==> config.mk <==
export PLATFORM = sky130hd
export DESIGN_NAME = alu_seq
export DESIGN_NICKNAME = d
export VERILOG_FILES = /design/src/rtl/alu_pkg.sv /design/src/rtl/alu_mul_seq.sv /design/src/rtl/alu_seq.sv
export SDC_FILE = /design/constraint.sdc
export NUM_CORES = 1
export LEC_CHECK = 0
export CORE_MARGIN = 4
export CORE_UTILIZATION = 45
export DETAILED_ROUTE_END_ITERATION = 10
export DONT_BUFFER_PORTS = 1
export SKIP_CTS_REPAIR_TIMING = 1
export SYNTH_ARGS = -nofsm -noshare
export SYNTH_HDL_FRONTEND = slang
export SYNTH_SLANG_ARGS = --single-unit
==> constraint.sdc <==
create_clock -name clk -period 4.55 [get_ports clk]
set_input_delay 1.1375 -clock clk [delete_from_list [all_inputs] [get_ports clk]]
set_output_delay 1.1375 -clock clk [all_outputs]
set_load 0.01 [all_outputs]
==> src/rtl/alu_pkg.sv <==
// Shared definitions for alu_seq: opcode map, {C,V,Z,N} flag positions and FSM encoding.
package alu_pkg;

    localparam logic [3:0] OP_NOT   = 4'b0000;
    localparam logic [3:0] OP_NAND  = 4'b0001;
    localparam logic [3:0] OP_NOR   = 4'b0010;
    localparam logic [3:0] OP_XOR   = 4'b0011;
    localparam logic [3:0] OP_ADD   = 4'b0100;
    localparam logic [3:0] OP_SUB   = 4'b0101;
    localparam logic [3:0] OP_AND   = 4'b0110;
    localparam logic [3:0] OP_OR    = 4'b0111;
    localparam logic [3:0] OP_RIGHT = 4'b1000;
    localparam logic [3:0] OP_ARTH  = 4'b1001;
    localparam logic [3:0] OP_MUL   = 4'b1010;
    localparam logic [3:0] OP_RSVD  = 4'b1011;
    localparam logic [3:0] OP_XNOR  = 4'b1100;
    localparam logic [3:0] OP_INC   = 4'b1101;
    localparam logic [3:0] OP_DEC   = 4'b1110;
    localparam logic [3:0] OP_LEFT  = 4'b1111;

    localparam int FLAG_C = 3;
    localparam int FLAG_V = 2;
    localparam int FLAG_Z = 1;
    localparam int FLAG_N = 0;

    typedef enum logic {
        IDLE     = 1'b0,
        MUL_BUSY = 1'b1
    } state_t;

endpackage

==> src/rtl/alu_mul_seq.sv <==
// Shift-add unsigned multiplier: operands load on start, one iteration per clock for
// WIDTH clocks, then done pulses for one cycle with the product stable.
module alu_mul_seq #(
    parameter int WIDTH = 8,
    parameter int CNT_W = $clog2(WIDTH + 1)
) (
    input  logic                 clk,
    input  logic                 rst,
    input  logic                 start,
    input  logic [WIDTH-1:0]     a,
    input  logic [WIDTH-1:0]     b,
    output logic                 done,
    output logic [2*WIDTH-1:0]   product
);

    logic                 r_busy;
    logic                 r_done;
    logic [CNT_W-1:0]     r_cnt;
    logic [2*WIDTH-1:0]   r_mcand;
    logic [WIDTH-1:0]     r_mplier;
    logic [2*WIDTH-1:0]   r_acc;

    // Multiplicand walks left while the multiplier is consumed LSB-first.
    always_ff @(posedge clk or posedge rst) begin
        if (rst) begin
            r_busy   <= 1'b0;
            r_done   <= 1'b0;
            r_cnt    <= '0;
            r_mcand  <= '0;
            r_mplier <= '0;
            r_acc    <= '0;
        end else begin
            r_done <= 1'b0;
            if (start) begin
                r_busy   <= 1'b1;
                r_cnt    <= '0;
                r_mcand  <= {{WIDTH{1'b0}}, a};
                r_mplier <= b;
                r_acc    <= '0;
            end else if (r_busy) begin
                if (r_mplier[0]) begin
                    r_acc <= r_acc + r_mcand;
                end
                r_mcand  <= r_mcand << 1;
                r_mplier <= r_mplier >> 1;
                r_cnt    <= r_cnt + CNT_W'(1);
                if (r_cnt == CNT_W'(WIDTH - 1)) begin
                    r_busy <= 1'b0;
                    r_done <= 1'b1;
                end
            end
        end
    end

    assign done    = r_done;
    assign product = r_acc;

endmodule

==> src/rtl/alu_seq.sv <==
// Clocked WIDTH-bit flag ALU with valid/ready handshakes and a multi-cycle MUL.
// Define ALU_SAT_EN to saturate ADD/SUB/INC/DEC on signed overflow instead of wrapping.
module alu_seq #(
    parameter int WIDTH     = 8,
    parameter int MUL_CNT_W = $clog2(WIDTH + 1)
) (
    input  logic                 clk,
    input  logic                 rst,
    input  logic                 enable,
    input  logic                 in_valid,
    output logic                 in_ready,
    input  logic [WIDTH-1:0]     oparand1,
    input  logic [WIDTH-1:0]     oparand2,
    input  logic [3:0]           opcode,
    output logic                 out_valid,
    input  logic                 out_ready,
    output logic [2*WIDTH-1:0]   result,
    output logic [3:0]           status,
    output logic                 illegal
);

    import alu_pkg::*;

    state_t               r_state;
    state_t               w_nextState;
    logic                 w_inReady;
    logic                 w_loadAlu;
    logic                 w_startMul;
    logic                 w_loadMul;

    logic [2*WIDTH-1:0]   r_result;
    logic [3:0]           r_status;
    logic                 r_outValid;
    logic                 r_illegal;

    logic [WIDTH:0]       w_addExt;
    logic [WIDTH:0]       w_subExt;
    logic [WIDTH:0]       w_incExt;
    logic [WIDTH:0]       w_decExt;
    logic [WIDTH-1:0]     w_aluRaw;
    logic [WIDTH-1:0]     w_aluRes;
    logic                 w_c;
    logic                 w_v;
    logic                 w_illegal;
    logic [3:0]           w_aluStatus;

    logic                 w_mulDone;
    logic [2*WIDTH-1:0]   w_mulProduct;
    logic [3:0]           w_mulStatus;

    assign w_addExt = {1'b0, oparand1} + {1'b0, oparand2};
    assign w_subExt = {1'b0, oparand1} - {1'b0, oparand2};
    assign w_incExt = {1'b0, oparand1} + (WIDTH + 1)'(1);
    assign w_decExt = {1'b0, oparand1} - (WIDTH + 1)'(1);

    // The top bit of each extended sum is the carry (or borrow for subtraction).
    always_comb begin
        w_aluRaw  = '0;
        w_c       = 1'b0;
        w_v       = 1'b0;
        w_illegal = 1'b0;
        case (opcode)
            OP_NOT:   w_aluRaw = ~oparand1;
            OP_NAND:  w_aluRaw = ~(oparand1 & oparand2);
            OP_NOR:   w_aluRaw = ~(oparand1 | oparand2);
            OP_XOR:   w_aluRaw = oparand1 ^ oparand2;
            OP_XNOR:  w_aluRaw = ~(oparand1 ^ oparand2);
            OP_AND:   w_aluRaw = oparand1 & oparand2;
            OP_OR:    w_aluRaw = oparand1 | oparand2;
            OP_ADD: begin
                w_aluRaw = w_addExt[WIDTH-1:0];
                w_c      = w_addExt[WIDTH];
                w_v      = (oparand1[WIDTH-1] == oparand2[WIDTH-1]) &&
                           (w_addExt[WIDTH-1] != oparand1[WIDTH-1]);
            end
            OP_SUB: begin
                w_aluRaw = w_subExt[WIDTH-1:0];
                w_c      = w_subExt[WIDTH];
                w_v      = (oparand1[WIDTH-1] != oparand2[WIDTH-1]) &&
                           (w_subExt[WIDTH-1] != oparand1[WIDTH-1]);
            end
            OP_INC: begin
                w_aluRaw = w_incExt[WIDTH-1:0];
                w_c      = w_incExt[WIDTH];
                w_v      = !oparand1[WIDTH-1] && w_incExt[WIDTH-1];
            end
            OP_DEC: begin
                w_aluRaw = w_decExt[WIDTH-1:0];
                w_c      = w_decExt[WIDTH];
                w_v      = oparand1[WIDTH-1] && !w_decExt[WIDTH-1];
            end
            OP_RIGHT: begin
                w_aluRaw = {1'b0, oparand1[WIDTH-1:1]};
                w_c      = oparand1[0];
            end
            OP_ARTH: begin
                w_aluRaw = {oparand1[WIDTH-1], oparand1[WIDTH-1:1]};
                w_c      = oparand1[0];
            end
            OP_LEFT: begin
                w_aluRaw = {oparand1[WIDTH-2:0], 1'b0};
                w_c      = oparand1[WIDTH-1];
            end
            OP_RSVD:  w_illegal = 1'b1;
            default:  w_aluRaw = '0;
        endcase
    end

`ifdef ALU_SAT_EN
    // Every overflow case pushes toward the sign of operand A, so A's sign picks the rail.
    logic [WIDTH-1:0] w_satVal;
    assign w_satVal = oparand1[WIDTH-1] ? {1'b1, {(WIDTH-1){1'b0}}} : {1'b0, {(WIDTH-1){1'b1}}};
    assign w_aluRes = w_v ? w_satVal : w_aluRaw;
`else
    assign w_aluRes = w_aluRaw;
`endif

    always_comb begin
        w_aluStatus         = '0;
        w_aluStatus[FLAG_C] = w_c;
        w_aluStatus[FLAG_V] = w_v;
        w_aluStatus[FLAG_Z] = (w_aluRes == '0);
        w_aluStatus[FLAG_N] = w_aluRes[WIDTH-1];
    end

    always_comb begin
        w_mulStatus         = '0;
        w_mulStatus[FLAG_C] = (w_mulProduct[2*WIDTH-1:WIDTH] != '0);
        w_mulStatus[FLAG_V] = (w_mulProduct[2*WIDTH-1:WIDTH] != '0);
        w_mulStatus[FLAG_Z] = (w_mulProduct == '0);
        w_mulStatus[FLAG_N] = w_mulProduct[2*WIDTH-1];
    end

    alu_mul_seq #(
        .WIDTH (WIDTH),
        .CNT_W (MUL_CNT_W)
    ) u_mul (
        .clk     (clk),
        .rst     (rst),
        .start   (w_startMul),
        .a       (oparand1),
        .b       (oparand2),
        .done    (w_mulDone),
        .product (w_mulProduct)
    );

    always_ff @(posedge clk or posedge rst) begin
        if (rst) begin
            r_state <= IDLE;
        end else begin
            r_state <= w_nextState;
        end
    end

    // Accepting is only possible in IDLE, and only when the output slot is free or draining.
    always_comb begin
        w_nextState = r_state;
        w_inReady   = 1'b0;
        w_loadAlu   = 1'b0;
        w_startMul  = 1'b0;
        w_loadMul   = 1'b0;
        case (r_state)
            IDLE: begin
                w_inReady = enable & (!r_outValid | out_ready);
                if (in_valid && w_inReady) begin
                    if (opcode == OP_MUL) begin
                        w_startMul  = 1'b1;
                        w_nextState = MUL_BUSY;
                    end else begin
                        w_loadAlu = 1'b1;
                    end
                end
            end
            MUL_BUSY: begin
                if (w_mulDone) begin
                    w_loadMul   = 1'b1;
                    w_nextState = IDLE;
                end
            end
            default: w_nextState = IDLE;
        endcase
    end

    always_ff @(posedge clk or posedge rst) begin
        if (rst) begin
            r_result   <= '0;
            r_status   <= '0;
            r_outValid <= 1'b0;
            r_illegal  <= 1'b0;
        end else if (w_loadAlu) begin
            r_result   <= {{WIDTH{1'b0}}, w_aluRes};
            r_status   <= w_aluStatus;
            r_outValid <= 1'b1;
            r_illegal  <= w_illegal;
        end else if (w_loadMul) begin
            r_result   <= w_mulProduct;
            r_status   <= w_mulStatus;
            r_outValid <= 1'b1;
            r_illegal  <= 1'b0;
        end else if (r_outValid && out_ready) begin
            r_outValid <= 1'b0;
            r_illegal  <= 1'b0;
        end
    end

    assign in_ready  = w_inReady & ~rst;
    assign out_valid = r_outValid;
    assign result    = r_result;
    assign status    = r_status;
    assign illegal   = r_illegal;

endmodule

==> flow_summary_export.csv, run 1 <==
group,metric,value,unit
status,outcome,"completed",
power,p_sw_share,38.6,%
routing,drt-total-wl,17400,um
worst_setup_path,critPathArrivalTime,3590,ps
worst_setup_path,end_kind,"flop",
floorplanning,std_cell_rows,40,
global_routing,grt_usage,24.6,%
routing,drc,0,
cells_and_area,final_area,6010,sq um
worst_setup_path,worstPathMaxFanout,12,
worst_hold_path,hold_class,"flop to flop",
global_routing,met3_usage,5.42,%
timing,slew_viol_final,0,
routing,via_per_inst,6.25,
floorplanning,core-area,12100,sq um
cts,cts.sinks,69,
power,p_seq_share,37.3,%
power,peakVddDrop,0.180,mV
timing,rsz0062_at_grt,"false",
timing,min_period_over_period,72.8,%
cells_and_area,nNetsFinal,730,
power,p_int,0.00184,W
placed_design,io_buffer_count,0,
cts,cts_tree,"yes",
cts,clock_path_buffers,2,
logic_synthesis,ys_seq_area_share,30.6,%
floorplanning,die_area,14400,sq um
timing,tightest_slew,890,ps
floorplanning,die_width,120,um
global_routing,grt_use_met1,30.3,%
power,pwr-share-clk,24.9,%
logic_synthesis,synth_enable_flop_cells,0,
worst_setup_path,slowest_stage,"nor4_1",
cells_and_area,drive_above_1_share,5.59,%
flow_run,drv_cap,0,
floorplanning,die_y,120,um
timing,max_freq,0.302,GHz
power,comb_power_share,37.8,%
placed_design,dp_hpwl,13200,um
routing,num_vias,5185,
logic_synthesis,ys_warn_count,0,
global_routing,grtUsageMet2,40.2,%
worst_setup_path,crit_type,"primary input to flop",
logic_synthesis,netlist_area,5630,sq um
routing,ant_nets,0,
worst_setup_path,crit_chain,"inv_1 -> ha_1 -> or3_1 -> o221a_2 -> nor2b_1 -> a221oi_1 -> a21oi_1 -> nor4_1 -> a31o_1",
global_routing,grt_pass1_vias,5077,
cts,h-tree-depth,3,
global_routing,grt_pass1_wl,27600,um
cells_and_area,areaGrowthSynthToFinish,6.73,%
timing,fin_skew,7.84,ps
worst_setup_path,start_kind,"primary input",
worst_setup_path,max_stage_delay,520,ps
logic_synthesis,yosys_register_bits,69,
timing,period_minus_slack,3310,ps
timing,slew_headroom,40.4,%
cells_and_area,antennaDiodeCount,0,
global_routing,grt_max_degree,70,
logic_synthesis,ys_types,73,
placed_design,place_area,5700,sq um
logic_synthesis,avgSynthCellArea,8.29,sq um
timing,finalSetupViolations,0,
cells_and_area,final_util,49.6,%
routing,dr.pass1.iters,6,
floorplanning,initial_utilization,46.5,%
routing,drt_iter0_drc,516,
logic_synthesis,syn_inst,680,
logic_synthesis,mappedNetlistNets,752,
cts,clk_latency,340,ps
power,powerDensity,498,nW/um^2
timing,finalHoldViolCount,0,
cts,cts_inserted_buffers,9,
logic_synthesis,synth_ff_type,"dfrtp_1",
timing,holdWs,466,ps
global_routing,top_usage_layer,"met2",
cells_and_area,layout_commonest_cell,"nand2_1",
placed_design,gp_congestion,0.971,
cells_and_area,fillCellCount,1212,
cells_and_area,layout_common_cells,"nand2_1 (78), nor2_1 (72), dfrtp_1 (69)",
logic_synthesis,synth_async_sr_flop_share,100,%
power,p_leak,2.59,nW
timing,fin_setup_tns,0,ps
global_routing,antenna_found_initial,0,
global_routing,globalRouteOverflowTotal,0,
worst_setup_path,critPathRequiredTime,4830,ps
cts,clockRootBuffer,"clkbuf_16",
power,power_switching,0.00116,W
floorplanning,pin_count,48,
routing,wl_per_cell,21.0,um
power,power.total,0.00300,W
cts,clk_pin_slew,60,ps
## power groups by stage
| stage | registers [W] | clock network (W) | logic (W) |
|---|---|---|---|
| CTS | 0.00112 | 0.000772 | 0.00113 |
| finish | 0.00112 | 0.000747 | 0.00113 |
| global route | 0.00115 | 0.000788 | 0.00128 |
| detailed placement | 0.00113 | 0 | 0.00112 |
| floorplan | 0.00100 | 0 | 0.000974 |
| global placement | 0.00112 | 0 | 0.00110 |
## metal layers
metal,wire (um),up-vias
met1,7250,2497
met4,786,0
met3,1060,55
met5,0,-
met2,8300,202
li1,-,2431
## synthesized netlist by cell type, types with 4 or more instances
cell	count	area, sq um
a211oi_1	7	52.6
a21o_1	6	45.0
a21oi_1	56	280
a221o_1	4	40.0
a221oi_1	8	70.1
a22oi_1	9	67.6
a31oi_1	11	68.8
and2_1	4	25.0
and3_1	5	31.3
buf_2	15	75.1
clkbuf_1	19	71.3
dfrtp_1	69	1730
ha_1	44	551
inv_1	27	101
mux2i_1	31	310
nand2_1	78	293
nand2b_1	8	50.1
nand3_1	20	100
nand3b_1	6	45.0
nand4_1	5	31.3
nor2_1	72	270
nor2b_1	9	56.3
nor3_1	18	90.1
nor4_1	10	62.6
o2111ai_1	4	35.0
o211ai_1	4	30.0
o21ai_0	34	170
o21bai_1	5	37.5
o221ai_1	4	35.0
o22ai_1	9	56.3
o2bb2ai_1	4	35.0
xnor2_1	13	114
## registers in the layout, indices dropped and copies added, names as in the netlist, 4 cells and up
signal	count
result	16
u_mul.product	16
u_mul.r_mplier	8
status	4
u_mul.r_mcand	16
u_mul.r_cnt	4
## final timing paths
kind | start | to | slack [ps] | depth (start not counted)
worst max-delay path | oparand1[4] | status[1] | 1240 | 9
min in group asynchronous | rst | result[15] | 980 | 2
worst min-delay path | u_mul.done | r_state | 470 | 1
max in group asynchronous | rst | u_mul.r_cnt[0] | 2990 | 2
worst max register to register | u_mul.product[1] | u_mul.product[15] | 1830 | 9
worst min register to register | u_mul.done | r_state | 470 | 1
## cells by family (layout without fill, tap and decap cells)
logic type,Yosys count,count (layout),synth area share [%]
XOR/XNOR,16,16,2.49
AO/OA/AOI/OAI,194,194,22.8
AND/OR/NAND/NOR,249,249,20.7
multiplexers,36,36,7.11
flip-flops,69,69,30.6
adder cells (fa/ha/maj),47,47,10.8
buffers and inverters,69,51,5.40
## area by class of cell
class	instances	area (sq um)	area share (%)
Multi-Input combinational cell	542	3600	59.9
Inverter	30	113	1.87
Clock buffer	11	243	4.04
Tap cell	168	210	3.50
Sequential cell	69	1730	28.7
Timing Repair Buffer	6	45.0	0.749
Clock inverter	4	72.6	1.21
## worst max-delay path, delay by kind of cell
kind                     cells  cell delay (ps)
AO/OA/AOI/OAI                4              890
adder cells (fa/ha/maj)      1              440
buffers and inverters        1               40
AND/OR/NAND/NOR              3             1080
## stage by stage
step | worst slack [ps] | instances
floorplan | 495 | 680
global placement | 930 | 815
detailed placement | 947 | 815
CTS | 1320 | 830
global route | 1120 | 830
finish | 1240 | 830
No activity file was read; power rests on OpenSTA's default activity.
==> run 2: changes to the inputs <==
==> constraint.sdc (replaced) <==
create_clock -name clk -period 3.16 [get_ports clk]
set_input_delay 0.79 -clock clk [delete_from_list [all_inputs] [get_ports clk]]
set_output_delay 0.79 -clock clk [all_outputs]
set_load 0.01 [all_outputs]
==> run 2 against run 1 <==
Against the previous run: worst setup slack worse by 870 ps; die area is the same; total power rose by 43%.
==> flow_summary_export.csv, run 2 (synthesis results as in run 1) <==
group,metric,value,unit
cts,h-tree-depth,3,
flow_run,drv_cap,0,
global_routing,grt_pass1_vias,5398,
power,peakVddDrop,0.310,mV
worst_setup_path,max_stage_delay,450,ps
cts,cts.sinks,69,
placed_design,dp_hpwl,13800,um
timing,fin_skew,6.13,ps
timing,holdWs,533,ps
floorplanning,die_width,120,um
cells_and_area,areaGrowthSynthToFinish,9.11,%
power,p_sw_share,39.4,%
global_routing,grt_usage,25.4,%
power,p_int,0.00260,W
timing,finalHoldViolCount,0,
cells_and_area,antennaDiodeCount,0,
power,powerDensity,698,nW/um^2
routing,num_vias,5273,
floorplanning,die_area,14400,sq um
floorplanning,initial_utilization,46.5,%
timing,slew_viol_final,0,
routing,wl_per_cell,21.1,um
worst_setup_path,slowest_stage,"a2111oi_2",
placed_design,io_buffer_count,0,
global_routing,globalRouteOverflowTotal,0,
routing,drt_iter0_drc,639,
worst_setup_path,crit_type,"primary input to flop",
routing,dr.pass1.iters,5,
worst_setup_path,critPathRequiredTime,3430,ps
global_routing,antenna_found_initial,0,
routing,ant_nets,0,
timing,fin_setup_tns,0,ps
timing,slew_headroom,42.4,%
timing,max_freq,0.358,GHz
cts,clock_path_buffers,2,
floorplanning,pin_count,48,
floorplanning,die_y,120,um
timing,period_minus_slack,2800,ps
cts,clockRootBuffer,"clkbuf_16",
worst_setup_path,path_delay_family,"compound AO/OA/AOI/OAI gates",
cells_and_area,drive_above_1_share,8.36,%
cts,cts_tree,"yes",
power,p_leak,2.68,nW
placed_design,pre_cts_slack,34.1,ps
worst_setup_path,critPathArrivalTime,3070,ps
timing,tightest_slew,864,ps
routing,drc,0,
cts,clk_latency,340,ps
timing,min_period_over_period,88.5,%
timing,rsz0062_at_grt,"false",
routing,drt-total-wl,17900,um
power,comb_power_share,39.0,%
cells_and_area,layout_commonest_cell,"nand2_1",
floorplanning,std_cell_rows,40,
status,outcome,"completed",
cells_and_area,fillCellCount,1224,
worst_setup_path,crit_buf_inv,0,
routing,via_per_inst,6.20,
global_routing,grt_max_degree,70,
power,pwr-share-clk,23.6,%
worst_setup_path,crit_chain,"ha_1 -> fa_1 -> a21oi_1 -> o21bai_1 -> a31oi_1 -> o21ai_0 -> a21o_1 -> a2111oi_2 -> and4_1 -> a31o_1",
worst_setup_path,worstPathMaxFanout,10,
placed_design,gp_congestion,0.948,
global_routing,grt_pass1_wl,28800,um
power,p_seq_share,37.5,%
cells_and_area,nNetsFinal,749,
cells_and_area,layout_common_cells,"nand2_1 (78), nor2_1 (72), dfrtp_1 (69)",
worst_hold_path,hold_class,"flop to flop",
power,power_switching,0.00169,W
timing,finalSetupViolations,0,
timing,fin_ws,364,ps
worst_setup_path,start_kind,"primary input",
worst_setup_path,end_kind,"flop",
cts,clk_pin_slew,50,ps
floorplanning,core-area,12100,sq um
cts,cts_inserted_buffers,9,
run 2: cell types whose count changed in the layout (fill, tap and decap cells not counted):
| cell | previous run | this run |
|---|---|---|
| bufinv_16 | 2 | 1 |
| buf_4 | 6 | 25 |
| inv_2 | 2 | 1 |
| clkinv_4 | 0 | 2 |
| clkinvlp_4 | 1 | 2 |
run 2: worst min-delay path: cells and delay by family, from the launching register on:
family | cells | cell delay, ps
simple gates | 1 | 70
flops | 1 | 350
compound gates | 1 | 70
run 2: area by class of cell:
class	instances	area, sq um	area share [%]
multi-input combinational	542	3600	58.6
sequential	69	1730	28.1
clock buffer	11	243	3.95
tap	168	210	3.42
timing repair buffer	25	188	3.05
inverter	30	116	1.89
clock inverter	5	60.1	0.977
run 2: power by group through the flow:
stage,clock network (W),logic [W],registers (W)
2_1_floorplan,0,0.00140,0.00144
4_1_cts,0.00103,0.00168,0.00161
5_1_grt,0.00107,0.00189,0.00164
6_report,0.00101,0.00167,0.00161
3_5_place_dp,0,0.00167,0.00162
3_3_place_gp,0,0.00161,0.00161
run 2: layer usage:
layer | share of wire [%] | routed length [um] | track usage, %
met4 | 4.5 | 804 | 13.2
met2 | 49 | 8830 | 43.5
met1 | 41 | 7440 | 30.5
met5 | 0 | 0 | 0
met3 | 4.8 | 858 | 4.43
run 2: worst paths after layout:
| kind | end | from | slack (ps) | cells past startpoint |
|---|---|---|---|---|
| max in group asynchronous | u_mul.product[7] | rst | 1950 | 2 |
| worst min register to register | u_mul.r_mplier[7] | u_mul.r_mplier[7] | 530 | 2 |
| worst max register to register | u_mul.product[15] | u_mul.product[1] | 370 | 9 |
| worst min-delay path | u_mul.r_mplier[7] | u_mul.r_mplier[7] | 530 | 2 |
| min in group asynchronous | u_mul.product[1] | rst | 640 | 2 |
| worst max-delay path | status[1] | oparand1[0] | 360 | 10 |
run 2: stage by stage:
stage | power, W | area, sq um | std cells | util [%]
2_1_floorplan | 0.00285 | 5640 | 680 | -
3_3_place_gp | 0.00322 | 5840 | 834 | 48.3
3_5_place_dp | 0.00329 | 5840 | 834 | 48.3
4_1_cts | 0.00432 | 6150 | 850 | 50.8
5_1_grt | 0.00460 | 6150 | 850 | 50.8
6_report | 0.00429 | 6150 | 850 | 50.8
==> run 3: changes to the inputs <==
--- a/config.mk
+++ b/config.mk
@@ -5,10 +5,12 @@
 export SDC_FILE = /design/constraint.sdc
 export NUM_CORES = 1
 export LEC_CHECK = 0
+export ABC_AREA = 1
 export CORE_MARGIN = 4
 export CORE_UTILIZATION = 45
 export DETAILED_ROUTE_END_ITERATION = 10
 export DONT_BUFFER_PORTS = 1
+export SETUP_SLACK_MARGIN = 0.2
 export SKIP_CTS_REPAIR_TIMING = 1
 export SYNTH_ARGS = -nofsm -noshare
 export SYNTH_HDL_FRONTEND = slang
==> run 3 against run 2 <==
Against the previous run: synthesized area is 0.60% lower; highest routed layer unchanged; core utilization is 0.31 points lower; sequential cell count stayed put; largest power group is now registers; worst setup slack better by 240 ps; critical path type unchanged; non-clock buffer count is 13 lower; clock power hardly changed; largest cell class unchanged; first-iteration DRC count is 10% higher; final cell count is 21% higher.
==> flow_summary_export.csv, run 3 <==
group,metric,value,unit
status,outcome,"completed",
logic_synthesis,synthTopCellsByCount,"nand2_1 (254), inv_1 (122), nor2_1 (92)",
cells_and_area,drive_above_1_share,4.07,%
logic_synthesis,synth_simple_gate_area_share,33.8,%
power,peakVddDrop,0.374,mV
timing,tightest_slew,1100,ps
logic_synthesis,netlist_area,5600,sq um
floorplanning,pin_count,48,
timing,fin_skew,5.50,ps
flow_run,drv_cap,0,
routing,dr.pass1.iters,6,
cells_and_area,antennaDiodeCount,0,
cts,cts_inserted_buffers,9,
timing,min_period_over_period,80.8,%
global_routing,top_usage_layer,"met2",
cts,cts_tree,"yes",
timing,slew_viol_final,0,
routing,via_per_inst,5.56,
cts,h-tree-depth,3,
power,p_seq_share,38.5,%
worst_setup_path,critPathArrivalTime,2750,ps
routing,drt-total-wl,18900,um
logic_synthesis,mappedNetlistNets,921,
cells_and_area,layout_common_cells,"nand2_1 (254), inv_1 (121), nor2_1 (92)",
cts,clock_path_buffers,2,
routing,drc,0,
logic_synthesis,synth_compound_area_share,12.8,%
floorplanning,core-area,12100,sq um
cells_and_area,areaGrowthSynthToFinish,9.09,%
cells_and_area,final_util,50.4,%
cells_and_area,layout_commonest_cell,"nand2_1",
cts,clk_latency,330,ps
worst_setup_path,worstPathMaxFanout,15,
floorplanning,initial_utilization,46.2,%
timing,period_minus_slack,2550,ps
worst_hold_path,hold_class,"primary input to async pin",
worst_setup_path,start_kind,"primary input",
global_routing,grt_pass1_vias,5478,
floorplanning,die_area,14300,sq um
global_routing,grt_usage,26.7,%
global_routing,met3_usage,6.46,%
logic_synthesis,synth_async_sr_flop_share,100,%
floorplanning,std_cell_rows,40,
logic_synthesis,synth_ff_type,"dfrtp_1",
timing,finalSetupViolations,0,
power,p_int,0.00228,W
floorplanning,die_width,120,um
global_routing,globalRouteOverflowTotal,0,
power,p_leak,3.14,nW
cells_and_area,nNetsFinal,927,
logic_synthesis,synth_top_cell_area_share,30.8,%
worst_setup_path,end_kind,"flop",
worst_setup_path,crit_top_cell,"inv_1",
logic_synthesis,synth_top_family_by_area,"simple AND/OR/NAND/NOR gates",
logic_synthesis,synth-xor-area-share,1.72,%
power,comb_power_share,36.1,%
routing,ant_nets,0,
timing,max_freq,0.391,GHz
worst_setup_path,slowest_stage,"nor2_1",
power,pwr-share-clk,25.4,%
timing,fin_setup_tns,0,ps
worst_setup_path,crit_type,"primary input to flop",
power,power_switching,0.00160,W
logic_synthesis,synth_top_area_cell,"dfrtp_1",
floorplanning,die_y,120,um
logic_synthesis,synth.most_common_cell,"nand2_1",
worst_setup_path,max_stage_delay,470,ps
logic_synthesis,ys_top_cells_by_area,"dfrtp_1 (31%), nand2_1 (17%), ha_1 (9.8%)",
cts,clk_pin_slew,60,ps
cells_and_area,final_area,6110,sq um
logic_synthesis,muxShareOfSynthArea,0,%
placed_design,dp_hpwl,15000,um
worst_setup_path,crit_chain,"inv_1 -> nand2_2 -> nor2_2 -> inv_1 -> nor2_1 -> buf_4 -> inv_1 -> nand2_1 -> buf_4 -> o22ai_1",
worst_setup_path,rrSetupSlack,670,ps
power,p_sw_share,41.2,%
placed_design,gp_congestion,0.975,
routing,drt_iter0_drc,704,
routing,num_vias,5718,
global_routing,antenna_found_initial,0,
logic_synthesis,syn_inst,849,
logic_synthesis,synthAdderAreaFrac,10.9,%
global_routing,grt_use_met1,37.3,%
logic_synthesis,ys_warn_count,0,
timing,finalHoldViolCount,0,
placed_design,place_area,5820,sq um
logic_synthesis,synth_enable_flop_cells,0,
placed_design,pre_cts_slack,284,ps
timing,slew_headroom,26.6,%
logic_synthesis,ys_seq_area_share,30.8,%
logic_synthesis,ys_types,31,
global_routing,grt_max_degree,25,
cts,cts.sinks,69,
worst_setup_path,critPathRequiredTime,3350,ps
global_routing,grt_pass1_wl,29600,um
placed_design,io_buffer_count,0,
logic_synthesis,avgSynthCellArea,6.60,sq um
cts,clockRootBuffer,"clkbuf_16",
global_routing,grtUsageMet2,40.9,%
timing,fin_ws,606,ps
routing,wl_per_cell,18.4,um
logic_synthesis,yosys_register_bits,69,
power,powerDensity,634,nW/um^2
timing,rsz0062_at_grt,"false",
-- run 3: cell type report --
cell class	instances	area (sq um)
fillers	1293	6000
multi-input cells	638	3320
flip-flops and latches	69	1730
inverters	125	469
clock buffers	10	229
well taps	168	210
repair buffers	12	90.1
clock inverters	6	63.8
-- run 3: critical path, delay by kind of cell --
kind | cells | cell delay (ps)
simple gates | 4 | 1050
buf+inv | 5 | 820
compound gates | 1 | 90
-- run 3: routing by layer --
metal	up-vias	wire length [um]	part of all wire, %
met5	-	0	0
met4	0	420	2.2
met3	32	1600	8.4
met2	224	8230	44
met1	2689	8660	46
li1	2773	-	-
-- run 3: cells by family (layout without fill, tap and decap cells) --
logic type      Yosys count  after routing
buf+inv                 142            153
fa+ha+maj                47             47
flops                    69             69
compound gates          123            123
simple gates            457            457
xor+xnor                 11             11
-- run 3: path summary, 6_finish.rpt --
path	startpoint	endpoint	depth (start not counted)
max	opcode[0]	u_mul.product[5]	10
min	rst	u_mul.product[10]	1
max reg2reg	u_mul.r_mcand[0]	u_mul.product[10]	11
min reg2reg	u_mul.done	r_state	1
max in group asynchronous	rst	result[4]	2
min in group clk	u_mul.done	r_state	1
-- run 3: per-stage QoR --
| step | hold WS (ps) | power, W | instances |
|---|---|---|---|
| after floorplan | 425 | 0.00247 | 849 |
| after global placement | 443 | 0.00284 | 1012 |
| after detailed placement | 453 | 0.00288 | 1012 |
| after CTS | 383 | 0.00388 | 1028 |
| after global routing | 404 | 0.00418 | 1028 |
| final | 379 | 0.00388 | 1028 |
-- run 3: power by group through the flow --
| stage | Sequential [W] | Combinational (W) | Clock [W] |
|---|---|---|---|
| final | 0.00149 | 0.00140 | 0.000985 |
| after detailed placement | 0.00151 | 0.00138 | 0 |
| after global routing | 0.00153 | 0.00160 | 0.00105 |
| after CTS | 0.00149 | 0.00138 | 0.00100 |
| after global placement | 0.00150 | 0.00134 | 0 |
| after floorplan | 0.00138 | 0.00109 | 0 |
